[src/rtl/timer_multi.sv]
// timer_multi: memory-mapped multi-channel compare timer.
// One free-running cycle counter is shared by NUM_CH compare channels.
// Each channel is one-shot (PERIOD == 0) or auto-reloading (PERIOD != 0).
// Define TIMER_PRESCALE_EN to add a PRESCALE register at offset 0x0C that
// slows the counter; without it, 0x0C is a read-as-zero hole.
module timer_multi #(
  parameter int          NUM_CH    = 4,
  parameter int          CNT_W     = 32,
  parameter logic [31:0] BASE_ADDR = 32'hFFFF0100
) (
  input  logic              clk,
  input  logic              reset,
  input  logic [31:0]       address,
  input  logic [31:0]       wr_data,
  input  logic              MemRead,
  input  logic              MemWrite,
  output logic              address_hit,
  output logic [31:0]       read_data,
  output logic              interrupt,
  output logic [NUM_CH-1:0] pending
);

  localparam int          NUM_REGS  = 4 + 2 * NUM_CH;
  localparam logic [29:0] BASE_WORD = BASE_ADDR[31:2];
  localparam logic [CNT_W-1:0] CNT_ONE = {{(CNT_W-1){1'b0}}, 1'b1};

  // Architectural state
  logic [CNT_W-1:0]  cnt;
  logic [CNT_W-1:0]  cmp [NUM_CH];
  logic [CNT_W-1:0]  per [NUM_CH];
  logic [NUM_CH-1:0] enable;

  // Decode helpers
  logic [29:0]       word_off;
  logic              wr_en;
  logic              cycle_wr;
  logic              ack_wr;
  logic              enable_wr;
  logic [NUM_CH-1:0] cmp_wr;
  logic [NUM_CH-1:0] per_wr;
  logic [NUM_CH-1:0] match;
  logic [NUM_CH-1:0] fire;
  logic              tick;
  logic              fresh;
  logic              unused_bits;

  // Zero-extend a counter-width value onto the 32-bit load path.
  function automatic logic [31:0] zext_cnt(input logic [CNT_W-1:0] v);
    logic [31:0] r;
    r = '0;
    r[CNT_W-1:0] = v;
    return r;
  endfunction

  // Zero-extend a per-channel mask onto the 32-bit load path.
  function automatic logic [31:0] zext_mask(input logic [NUM_CH-1:0] v);
    logic [31:0] r;
    r = '0;
    r[NUM_CH-1:0] = v;
    return r;
  endfunction

  // Byte-address bits [1:0] are ignored; upper store-data bits are unused
  // when CNT_W < 32.
  assign unused_bits = ^{address[1:0], wr_data};

  // Word offset into the register window; out-of-range (including below
  // BASE_ADDR, which wraps to a large value) is a miss.
  assign word_off    = address[31:2] - BASE_WORD;
  assign address_hit = (word_off < 30'(NUM_REGS));

  assign wr_en     = MemWrite & address_hit;
  assign cycle_wr  = wr_en && (word_off == 30'd0);
  assign ack_wr    = wr_en && (word_off == 30'd1);
  assign enable_wr = wr_en && (word_off == 30'd2);

`ifdef TIMER_PRESCALE_EN
  logic             presc_wr;
  logic [CNT_W-1:0] presc;
  logic [CNT_W-1:0] div;

  assign presc_wr = wr_en && (word_off == 30'd3);
  assign tick     = (div == presc);

  // Prescale divider; fresh marks the first cycle a counter value is held
  // so that slow counts fire each match only once.
  always_ff @(posedge clk) begin
    if (reset) begin
      presc <= '0;
      div   <= '0;
      fresh <= 1'b1;
    end else begin
      if (presc_wr)
        presc <= wr_data[CNT_W-1:0];
      if (cycle_wr || presc_wr || tick)
        div <= '0;
      else
        div <= div + CNT_ONE;
      fresh <= cycle_wr || tick;
    end
  end
`else
  assign tick  = 1'b1;
  assign fresh = 1'b1;
`endif

  // Per-channel write strobes and match/fire evaluation on registered values.
  always_comb begin
    cmp_wr = '0;
    per_wr = '0;
    match  = '0;
    for (int i = 0; i < NUM_CH; i++) begin
      cmp_wr[i] = wr_en && (word_off == 30'(4 + 2 * i));
      per_wr[i] = wr_en && (word_off == 30'(5 + 2 * i));
      match[i]  = enable[i] && (cnt == cmp[i]);
    end
    fire = match & {NUM_CH{fresh}};
  end

  // Free-running counter; a CYCLE write replaces that cycle's increment.
  always_ff @(posedge clk) begin
    if (reset)
      cnt <= '0;
    else if (cycle_wr)
      cnt <= wr_data[CNT_W-1:0];
    else if (tick)
      cnt <= cnt + CNT_ONE;
  end

  // Channel registers: compare/period, enable, pending and interrupt.
  always_ff @(posedge clk) begin
    if (reset) begin
      for (int i = 0; i < NUM_CH; i++) begin
        cmp[i] <= '0;
        per[i] <= '0;
      end
      enable    <= '0;
      pending   <= '0;
      interrupt <= 1'b0;
    end else begin
      for (int i = 0; i < NUM_CH; i++) begin
        // A software write to COMPARE overrides the auto-reload.
        if (cmp_wr[i])
          cmp[i] <= wr_data[CNT_W-1:0];
        else if (fire[i] && (per[i] != '0))
          cmp[i] <= cmp[i] + per[i];
        if (per_wr[i])
          per[i] <= wr_data[CNT_W-1:0];
      end
      if (enable_wr)
        enable <= wr_data[NUM_CH-1:0];
      // A new match beats a simultaneous ACK of the same channel.
      pending   <= (ack_wr ? (pending & ~wr_data[NUM_CH-1:0]) : pending) | fire;
      interrupt <= |(pending & enable);
    end
  end

  // Register read mux onto the load path; zero when not a hitting load.
  always_comb begin
    read_data = '0;
    if (MemRead && address_hit) begin
      case (word_off)
        30'd0:   read_data = zext_cnt(cnt);
        30'd1:   read_data = zext_mask(pending);
        30'd2:   read_data = zext_mask(enable);
`ifdef TIMER_PRESCALE_EN
        30'd3:   read_data = zext_cnt(presc);
`endif
        default: begin
          for (int i = 0; i < NUM_CH; i++) begin
            if (word_off == 30'(4 + 2 * i))
              read_data = zext_cnt(cmp[i]);
            if (word_off == 30'(5 + 2 * i))
              read_data = zext_cnt(per[i]);
          end
        end
      endcase
    end
  end

endmodule
[config.mk]
export PLATFORM = sky130hd
export DESIGN_NAME = timer_multi
export DESIGN_NICKNAME = d
export VERILOG_FILES = /design/src/rtl/timer_multi.sv
export SDC_FILE = /design/constraint.sdc
export NUM_CORES = 1
export LEC_CHECK = 0
export ABC_CLOCK_PERIOD_IN_PS = 7400
export CORE_MARGIN = 2
export CORE_UTILIZATION = 25
export CTS_BUF_LIST = sky130_fd_sc_hd__clkbuf_8 sky130_fd_sc_hd__clkbuf_16
export DETAILED_ROUTE_END_ITERATION = 12
export PLACE_DENSITY = 0.42
export SKIP_CTS_REPAIR_TIMING = 1
export SLEW_MARGIN = 20
export SYNTH_ARGS = -nofsm -noshare
export SYNTH_HDL_FRONTEND = slang
export SYNTH_SLANG_ARGS = --single-unit
export TNS_END_PERCENT = 100
[constraint.sdc]
create_clock -name clk -period 7.4 [get_ports clk]
set_input_delay 1.11 -clock clk [delete_from_list [all_inputs] [get_ports clk]]
set_output_delay 1.11 -clock clk [all_outputs]
set_load 0.02 [all_outputs]
Word-level counts from Yosys, hierarchy flattened
Memories as Yosys holds them, arrays and structs flattened.
Cells that the tools add are included.
{"block": "classes", "add_sub_neg": 6, "order_cmp": 1, "eq_ne": 14, "muxes": 66, "bitwise": 17, "n_reduce_logical": 26}
{"cell": "$mux W32", "n": 22}
{"cell": "$add A32 B32 Y32", "n": 4}
{"cell": "$eq A32 B32 Y1", "n": 4}
{"cell": "$reduce_bool A32 Y1", "n": 4}
{"cell": "$eq A30 B3 Y1 const B", "n": 4}
{"cell": "$eq A30 B4 Y1 const B", "n": 4}
{"cell": "$pmux W32 S3", "n": 1}
{"cell": "$mux W1", "n": 42}
{"cell": "$add A32 B1 Y32 const B", "n": 1}
{"cell": "$eq A30 B1 Y1 const B", "n": 1}
{"cell": "$eq A30 B2 Y1 const B", "n": 1}
{"cell": "$logic_not A30 Y1", "n": 1}
{"cell": "$lt A30 B4 Y1 const B", "n": 1}
{"cell": "$sub A30 B30 Y30 const B", "n": 1}
{"cell": "$logic_and A1 B1 Y1", "n": 20}
{"cell": "$or A1 B1 Y1", "n": 12}
{"cell": "$and A4 B4 Y4", "n": 2}
{"cell": "$mux W4", "n": 1}
{"cell": "$not A4 Y4", "n": 1}
{"cell": "$or A4 B4 Y4", "n": 1}
{"cell": "$reduce_or A4 Y1", "n": 1}
{"cell": "$and A1 B1 Y1", "n": 1}
{"block": "word_totals", "regBits": 41, "mem_bits_rw": 256, "output_inout_bits": 38, "memories": 2}
{"name": "cmp", "depth": 4, "width": 32, "read_ports": 4, "rd_clocked_by_memory_dff": 0, "write_ports": 4, "line_no": "29", "rtl": "logic [CNT_W-1:0] cmp [NUM_CH];"}
{"name": "per", "depth": 4, "width": 32, "read_ports": 4, "rd_clocked_by_memory_dff": 0, "write_ports": 4, "line_no": "30", "rtl": "logic [CNT_W-1:0] per [NUM_CH];"}

Depth between registers and ports, before layout
Gate-level depths: netlist (run 1).
{"block": "logic_depth", "word_depth": 12, "ltp_mapped": 15, "depth_no_buf": 14}

Least setup slack after synthesis (run 1)
OpenSTA, ideal clock, no wires.
{"block": "synth_path", "path_type": "input to register", "startpoint": "in address[15]", "endpoint": "mem per[0][0] (enable)", "t_arrival_ps": 5089, "t_required_ps": 6930, "path_slack_ps": 1841, "cell_stages": 8, "path_cell_list": "nor3_1 a311oi_2 a21oi_1 a31oi_1 or4_1 buf_2 buf_2 o31ai_1"}
{"element": "from (decl)", "line_no": "13", "rtl": "input logic [31:0] address,"}
{"element": "to (decl)", "line_no": "30"}

Worst setup path in the final report (run 1)
{"block": "layout_path", "startpoint": "in address[19]", "endpoint": "out read_data[0]"}
{"block": "layout_between", "elab_chain_len": 12}
{"element": "$sub A30 B30 Y30 *", "line_no": "69", "rtl": "assign word_off = address[31:2] - BASE_WORD;"}
{"element": "$eq A30 B3 Y1", "line_no": "171", "rtl": "if (word_off == 30'(4 + 2 * i))"}
{"element": "$mux W32", "line_no": "171"}
{"element": "$mux W32", "line_no": "173", "rtl": "if (word_off == 30'(5 + 2 * i))"}
{"element": "$mux W32", "line_no": "171"}
{"element": "$mux W32", "line_no": "173"}
{"element": "$mux W32", "line_no": "171"}
{"element": "$mux W32", "line_no": "173"}
{"element": "$mux W32", "line_no": "171"}
{"element": "$mux W32", "line_no": "173"}
{"element": "$pmux W32 S3", "line_no": "162", "rtl": "case (word_off)"}
{"element": "$mux W32 *", "line_no": "161", "rtl": "if (MemRead && address_hit) begin"}
{"element": "to (decl)", "line_no": "18", "rtl": "output logic [31:0] read_data,"}
Mark *: on every way between the ends. The rest lies on a longest branch, timed or not.

==> results of run 1 <==
[state kept, by name (all words and copies together), names as in the netlist]
| register | cells |
|---|---|
| interrupt | 1 |
| pending | 4 |
| enable | 4 |
| cnt | 32 |
| cmp | 128 |
| per | 128 |
[stage by stage]
step,std cells,cell area [µm²],power (mW)
floorplan,2322,21800,2.45
global placement,3495,24200,2.75
detailed placement,3495,24200,2.76
CTS,3571,25500,4.79
global route,3571,25500,4.93
finish,3575,25500,4.76
[power by group]
part | switching (mW) | internal, mW
registers | 0.138 | 1.89
logic | 0.425 | 0.289
clock network | 0.824 | 1.20
total | 1.39 | 3.37
[worst reg2reg max path: stages (launching register included)]
cell and delay (ns):
sky130_fd_sc_hd__edfxtp_1 0.56, sky130_fd_sc_hd__ha_1 0.36, sky130_fd_sc_hd__a21o_1 0.18, sky130_fd_sc_hd__a21o_1 0.22, sky130_fd_sc_hd__a2111oi_2 0.48, sky130_fd_sc_hd__o21bai_1 0.21
sky130_fd_sc_hd__nor3_1 0.44, sky130_fd_sc_hd__o41ai_1 0.26, sky130_fd_sc_hd__o41a_1 0.43, sky130_fd_sc_hd__a221oi_1 0.62, sky130_fd_sc_hd__nor2b_1 0.12, sky130_fd_sc_hd__o41ai_1 0.34
sky130_fd_sc_hd__a221o_1 0.19
[cell type report]
| cell class | instances | share of cell area [%] |
|---|---|---|
| Multi-Input combinational cell | 1832 | 49.2 |
| Sequential cell | 297 | 33.3 |
| Timing Repair Buffer | 165 | 5.91 |
| Tap cell | 1155 | 5.66 |
| Clock buffer | 44 | 4.27 |
| Clock inverter | 32 | 0.955 |
| Inverter | 46 | 0.676 |
| Antenna cell | 4 | 0.0392 |
[cell families (layout without fill, tap and decap cells)]
kind of cell	Yosys count	in the layout
mux	32	32
simple gates	761	761
compound gates	648	648
xor+xnor	262	262
fa+ha+maj	129	129
flops	297	297
buf+inv	193	287
other cells	0	4
[cell usage after synthesis (51+ instances only)]
library cell / n
sky130_fd_sc_hd__xnor2_1: 187
sky130_fd_sc_hd__nand4_1: 61
sky130_fd_sc_hd__ha_1: 125
sky130_fd_sc_hd__o21ai_0: 155
sky130_fd_sc_hd__a21oi_1: 117
sky130_fd_sc_hd__nor2_1: 153
sky130_fd_sc_hd__a211oi_1: 51
sky130_fd_sc_hd__xor2_1: 75
sky130_fd_sc_hd__a22oi_1: 77
sky130_fd_sc_hd__nand2_1: 195
sky130_fd_sc_hd__clkbuf_1: 124
sky130_fd_sc_hd__and2_1: 138
sky130_fd_sc_hd__edfxtp_1: 256
[how the worst max path moves through the flow]
| stage | depth (start not counted) | from | end |
|---|---|---|---|
| final | 14 | address[19] | read_data[0] |
| after global routing | 14 | address[19] | read_data[0] |
| after CTS | 14 | address[19] | read_data[0] |
| after detailed placement | 13 | address[19] | read_data[2] |
| after global placement | 13 | address[19] | read_data[2] |
| after floorplan | 8 | address[15] | per[0][0]$_SDFFCE_PN0P_ |
[layer usage]
metal  GRT usage [%]  part of all wire (%)
met1            30.8                    45
met5               0                     0
met3            2.73                   6.0
met2            34.8                    45
met4            9.24                   4.6
==> flow_metrics.env, run 1 <==
export IMPL_worst_stage_delay_on_the_critical_path_ns=0.88
export IMPL_tritoncts="yes"
export IMPL_chipHeight_um=299
export IMPL_synthXorXnorAreaFrac_pct=10.5
export IMPL_pin_count_of_the_biggest_net_entering_global_routing=64
export IMPL_globalplace_congestion=1.02
export IMPL_cap_viol_max_count=0
export IMPL_die_area_um2=89400
export IMPL_synth_area_per_cell_um2=9.37
export IMPL_post_synth_mux_area_share_pct=1.47
export IMPL_final_min_clock_period_ns=7.07
export IMPL_post_route_period_util_pct=95.5
export IMPL_synth_seq_area_share_pct=39.1
export IMPL_synth_seq_cells=297
export IMPL_cts_made_buffers=42
export IMPL_wl_um=102000
export IMPL_holdWs_ns=0.543
export IMPL_clk_path_buf_depth=3
export IMPL_multi_input_comb_area_um2=12600
export IMPL_tns_ns=0
export IMPL_final_layout_size_suffix_gt1_share_pct=6.62
export IMPL_async_set_reset_flop_share_out_of_synthesis_pct=0
export IMPL_synth_cell_types=69
export IMPL_top_area_cells_in_the_synthesized_netlist="sky130_fd_sc_hd__edfxtp_1 (35%), sky130_fd_sc_hd__xnor2_1 (7.5%), sky130_fd_sc_hd__ha_1 (7.2%), sky130_fd_sc_hd__and2_1 (4.0%), sky130_fd_sc_hd__dfxtp_1 (3.8%)"
export IMPL_clock_sink_count=297
export IMPL_grt_overflow=0
export IMPL_setup_violations_final=0
export IMPL_timing_max_slew_rel_slack_pct=30.8
export IMPL_clkTransAtPathRegs_ns=0.05
export IMPL_status="completed"
export IMPL_fillers=9102
export IMPL_floorplan_die_width_um=299
export IMPL_dpl_worst_slack_ns=0.493
export IMPL_max_vdd_ir_drop_v=0.000133
export IMPL_most_common_layout_cells="sky130_fd_sc_hd__edfxtp_1 (256), sky130_fd_sc_hd__nand2_1 (195), sky130_fd_sc_hd__xnor2_1 (187)"
export IMPL_htreeDepth=2
export IMPL_dr_total_vias=19600
export IMPL_detailedRoute_firstIterationViolations=2261
export IMPL_leading_cell_type_in_the_layout_fill_and_taps_excluded="sky130_fd_sc_hd__edfxtp_1"
export IMPL_syn_instance_count=2322
export IMPL_drt_pass1_iterations=7
export IMPL_core_rowCount=108
export IMPL_setup_ws_ns=0.333
export IMPL_synth_edf_count=256
export IMPL_postSynth_topFlopCell="sky130_fd_sc_hd__edfxtp_1"
export IMPL_coreArea_um2=86500
export IMPL_final_util_pct=29.5
export IMPL_drt_drc_violations_left=0
export IMPL_final_net_count=2581
export IMPL_type_of_destination_of_the_critical_path="output pin"
export IMPL_critical_path_required_ns=6.29
export IMPL_clk_latency_ns=0.58
export IMPL_cp_max_fo=25
export IMPL_hpwlAfterDp_um=79200
export IMPL_synth_adder_area_share_pct=7.55
export IMPL_track_usage_pct=22.2
export IMPL_worstMarginPinSlew_ns=1.03
export IMPL_ff2ff_setup_slack_ns=2.88
export IMPL_detail_route_antenna_nets=0
export IMPL_worst_r2r_startpoint="per[1][1]$_SDFFCE_PN0P_"
export IMPL_wire_length_of_the_first_global_routing_pass_um=143000
export IMPL_critical_path_reg2reg_endpoint="cmp[1][31]$_SDFFCE_PN0P_"
export IMPL_post_drt_via_cell_ratio=5.50
export IMPL_routedWlPerCell_um=28.5
export IMPL_effective_utilization_at_floorplan_pct=25.2
export IMPL_synth_top_cell_area_share_pct=35.3
export IMPL_hold_path_cell_count=2
export IMPL_arrival_ns=5.96
export IMPL_fin_skew_ns=0.0246
export IMPL_setup_worst_path_class="input pin to output pin"
export IMPL_first_global_vias=19100
export IMPL_hp_class="flip-flop to flip-flop"
export IMPL_synth_compound_area_share_pct=20.1
export IMPL_ys_warnings_count=0
export IMPL_rsz0062_at_grt="no"
export IMPL_area_delta_synth_final_pct=17.4
export IMPL_maxSlewViolCount=0
export IMPL_syn_nets=2519
export IMPL_synth_top_family_by_area="compound AO/OA/AOI/OAI gates"
export IMPL_slowest_stage_cell_cp="sky130_fd_sc_hd__or4_1"
export IMPL_worst_hold_startpoint="pending[1]$_SDFF_PP0_"
export IMPL_crit_family="buffers and inverters"
export IMPL_timing_critical_path_cells="clkdlybuf4s50_1, nand2_1, a311oi_2, nand3_2, mux2i_1, or4_1, buf_4, nor2_2, buf_12, a222oi_1, a31oi_1, mux2i_1, a21oi_1, clkdlybuf4s50_1"
export IMPL_number_of_hold_violations_in_the_final_report=0
export IMPL_worst_path_buf_inv=4
export IMPL_cts_root_buffer_cell="sky130_fd_sc_hd__clkbuf_16"
export IMPL_timing_fmax_mhz=142
export IMPL_worst_case_hold_path_end_point="pending[1]$_SDFF_PP0_"
export IMPL_netlist_area_um2=21800
export IMPL_design_portCount=106
export IMPL_start_kind="input pin"
export IMPL_io_buffers=103
export IMPL_layout_area_seq_um2=8510
export IMPL_synth_largest_area_cell="sky130_fd_sc_hd__edfxtp_1"
export IMPL_leakage_nw=8.82
export IMPL_yosys_area_share_simple_pct=17.8
export IMPL_powerDensity_nw_per_um2=186
export IMPL_r2r_worst_path_cells=12
export IMPL_antenna_found_initial=3
Power figures use the tool's default switching activity.
==> run 2, diff against run 1 <==
- CORE_ASPECT_RATIO: unset -> 1.25
- DONT_BUFFER_PORTS: unset -> 1
- PLACE_DENSITY: 0.42 -> 0.4
==> run 2 against run 1 <==
Net effect: register-to-register slack got worse by 0.47 ns; hold slack improved by 0.053 ns; critical path depth down 2; highest routed layer is now met5.
==> flow_metrics.env, run 2 (synthesized netlist as in run 1, its figures left out) <==
export IMPL_cts_made_buffers=38
export IMPL_final_min_clock_period_ns=6.22
export IMPL_leakage_nw=8.36
export IMPL_pin_count_of_the_biggest_net_entering_global_routing=64
export IMPL_setup_violations_final=0
export IMPL_fin_skew_ns=0.0150
export IMPL_comb_power_share_pct=13.0
export IMPL_hpwlAfterDp_um=77400
export IMPL_type_of_destination_of_the_critical_path="output pin"
export IMPL_switchingPower_mw=1.30
export IMPL_tns_ns=0
export IMPL_powerDensity_nw_per_um2=191
export IMPL_clkTransAtPathRegs_ns=0.06
export IMPL_hp_class="flip-flop to flip-flop"
export IMPL_cp_max_fo=13
export IMPL_chipHeight_um=334
export IMPL_design_portCount=106
export IMPL_swShare_pct=27.8
export IMPL_most_common_layout_cells="sky130_fd_sc_hd__edfxtp_1 (256), sky130_fd_sc_hd__nand2_1 (195), sky130_fd_sc_hd__xnor2_1 (187)"
export IMPL_core_rowCount=121
export IMPL_ff2ff_setup_slack_ns=2.41
export IMPL_worstMarginPinSlew_ns=0.940
export IMPL_wl_um=101000
export IMPL_floorplan_die_width_um=268
export IMPL_holdWs_ns=0.595
export IMPL_coreArea_um2=86700
export IMPL_clock_power_share_pct=43.8
export IMPL_final_layout_size_suffix_gt1_share_pct=6.26
export IMPL_detail_route_antenna_nets=0
export IMPL_critical_path_required_ns=6.29
export IMPL_first_global_vias=18300
export IMPL_wire_length_of_the_first_global_routing_pass_um=140000
export IMPL_io_buffers=0
export IMPL_top_regs="cmp x128, per x128, cnt x32"
export IMPL_area_delta_synth_final_pct=12.5
export IMPL_start_kind="input pin"
export IMPL_post_route_period_util_pct=84.1
export IMPL_p_seq_share_pct=43.2
export IMPL_grt_overflow=0
export IMPL_power_internal_mw=3.37
export IMPL_status="completed"
export IMPL_clk_latency_ns=0.59
export IMPL_routedWlPerCell_um=29.1
export IMPL_drt_pass1_iterations=8
export IMPL_antenna_found_initial=4
export IMPL_drt_drc_violations_left=0
export IMPL_clk_path_buf_depth=3
export IMPL_tritoncts="yes"
export IMPL_number_of_hold_violations_in_the_final_report=0
export IMPL_htreeDepth=2
export IMPL_setup_worst_path_class="input pin to output pin"
export IMPL_clock_sink_count=297
export IMPL_final_net_count=2469
export IMPL_dr_total_vias=18900
export IMPL_post_drt_via_cell_ratio=5.45
export IMPL_timing_max_slew_rel_slack_pct=37.4
export IMPL_track_usage_pct=22.1
export IMPL_globalplace_congestion=0.964
export IMPL_maxSlewViolCount=0
export IMPL_die_area_um2=89400
export IMPL_diodes=0
export IMPL_effective_utilization_at_floorplan_pct=25.1
export IMPL_leading_cell_type_in_the_layout_fill_and_taps_excluded="sky130_fd_sc_hd__edfxtp_1"
export IMPL_cap_viol_max_count=0
export IMPL_arrival_ns=5.11
export IMPL_detailedRoute_firstIterationViolations=1639
export IMPL_timing_fmax_mhz=161
export IMPL_max_vdd_ir_drop_v=0.000119
export IMPL_cts_root_buffer_cell="sky130_fd_sc_hd__clkbuf_16"
export IMPL_rsz0062_at_grt="no"
==> run 2: metal layers <==
layer	part of all wire, %	GRT usage [%]
met1	39	26.5
met2	49	38.4
met3	6.3	3.82
met4	4.9	10.3
met5	0.012	0
==> run 2: layout make-up <==
cell class                 count  area [µm²]
tap                         1168        1460
clock inverter                27         275
clock buffer                  43        1050
timing repair buffer          57         428
fill                        9105       62300
inverter                      46         173
multi-input combinational   1832       12600
sequential                   297        8510
==> run 2: worst max-delay path, stage by stage <==
cell                       delay [ns]
sky130_fd_sc_hd__nor3_1          0.33
sky130_fd_sc_hd__a311oi_2        0.22
sky130_fd_sc_hd__a21oi_1         0.17
sky130_fd_sc_hd__a31oi_1         0.05
sky130_fd_sc_hd__or4_1           0.78
sky130_fd_sc_hd__nor2_1          0.47
sky130_fd_sc_hd__and2_1          0.58
sky130_fd_sc_hd__buf_4           0.29
sky130_fd_sc_hd__a22oi_1         0.11
sky130_fd_sc_hd__nand4_1         0.25
sky130_fd_sc_hd__o21ai_0         0.14
sky130_fd_sc_hd__a21oi_1         0.59
==> run 2: path summary, 6_finish.rpt <==
path	start	endpoint	depth (start not counted)
worst max-delay path	address[15]	read_data[22]	12
worst max register to register	per[0][1]$_SDFFCE_PN0P_	cmp[0][31]$_SDFFCE_PN0P_	12
worst min register to register	pending[3]$_SDFF_PP0_	pending[3]$_SDFF_PP0_	2
worst min-delay path	pending[3]$_SDFF_PP0_	pending[3]$_SDFF_PP0_	2
==> run 2: stage by stage <==
stage,util (%),cells,area (µm²),power (mW),setup WS [ns]
3_5_place_dp,26.7,3400,23100,2.65,1.27
6_report,28.2,3470,24500,4.67,1.18
2_1_floorplan,-,2322,21800,2.45,1.84
3_3_place_gp,26.7,3400,23100,2.64,1.01
5_1_grt,28.2,3470,24500,4.84,1.01
4_1_cts,28.2,3470,24500,4.70,1.24
==> run 2: power groups by stage <==
| stage | combinational [mW] | clock (mW) | sequential (mW) |
|---|---|---|---|
| final | 0.606 | 2.05 | 2.02 |
| after global routing | 0.668 | 2.15 | 2.02 |
| after CTS | 0.599 | 2.09 | 2.02 |
| after detailed placement | 0.593 | 0 | 2.05 |
| after global placement | 0.589 | 0 | 2.05 |
| after floorplan | 0.483 | 0 | 1.97 |
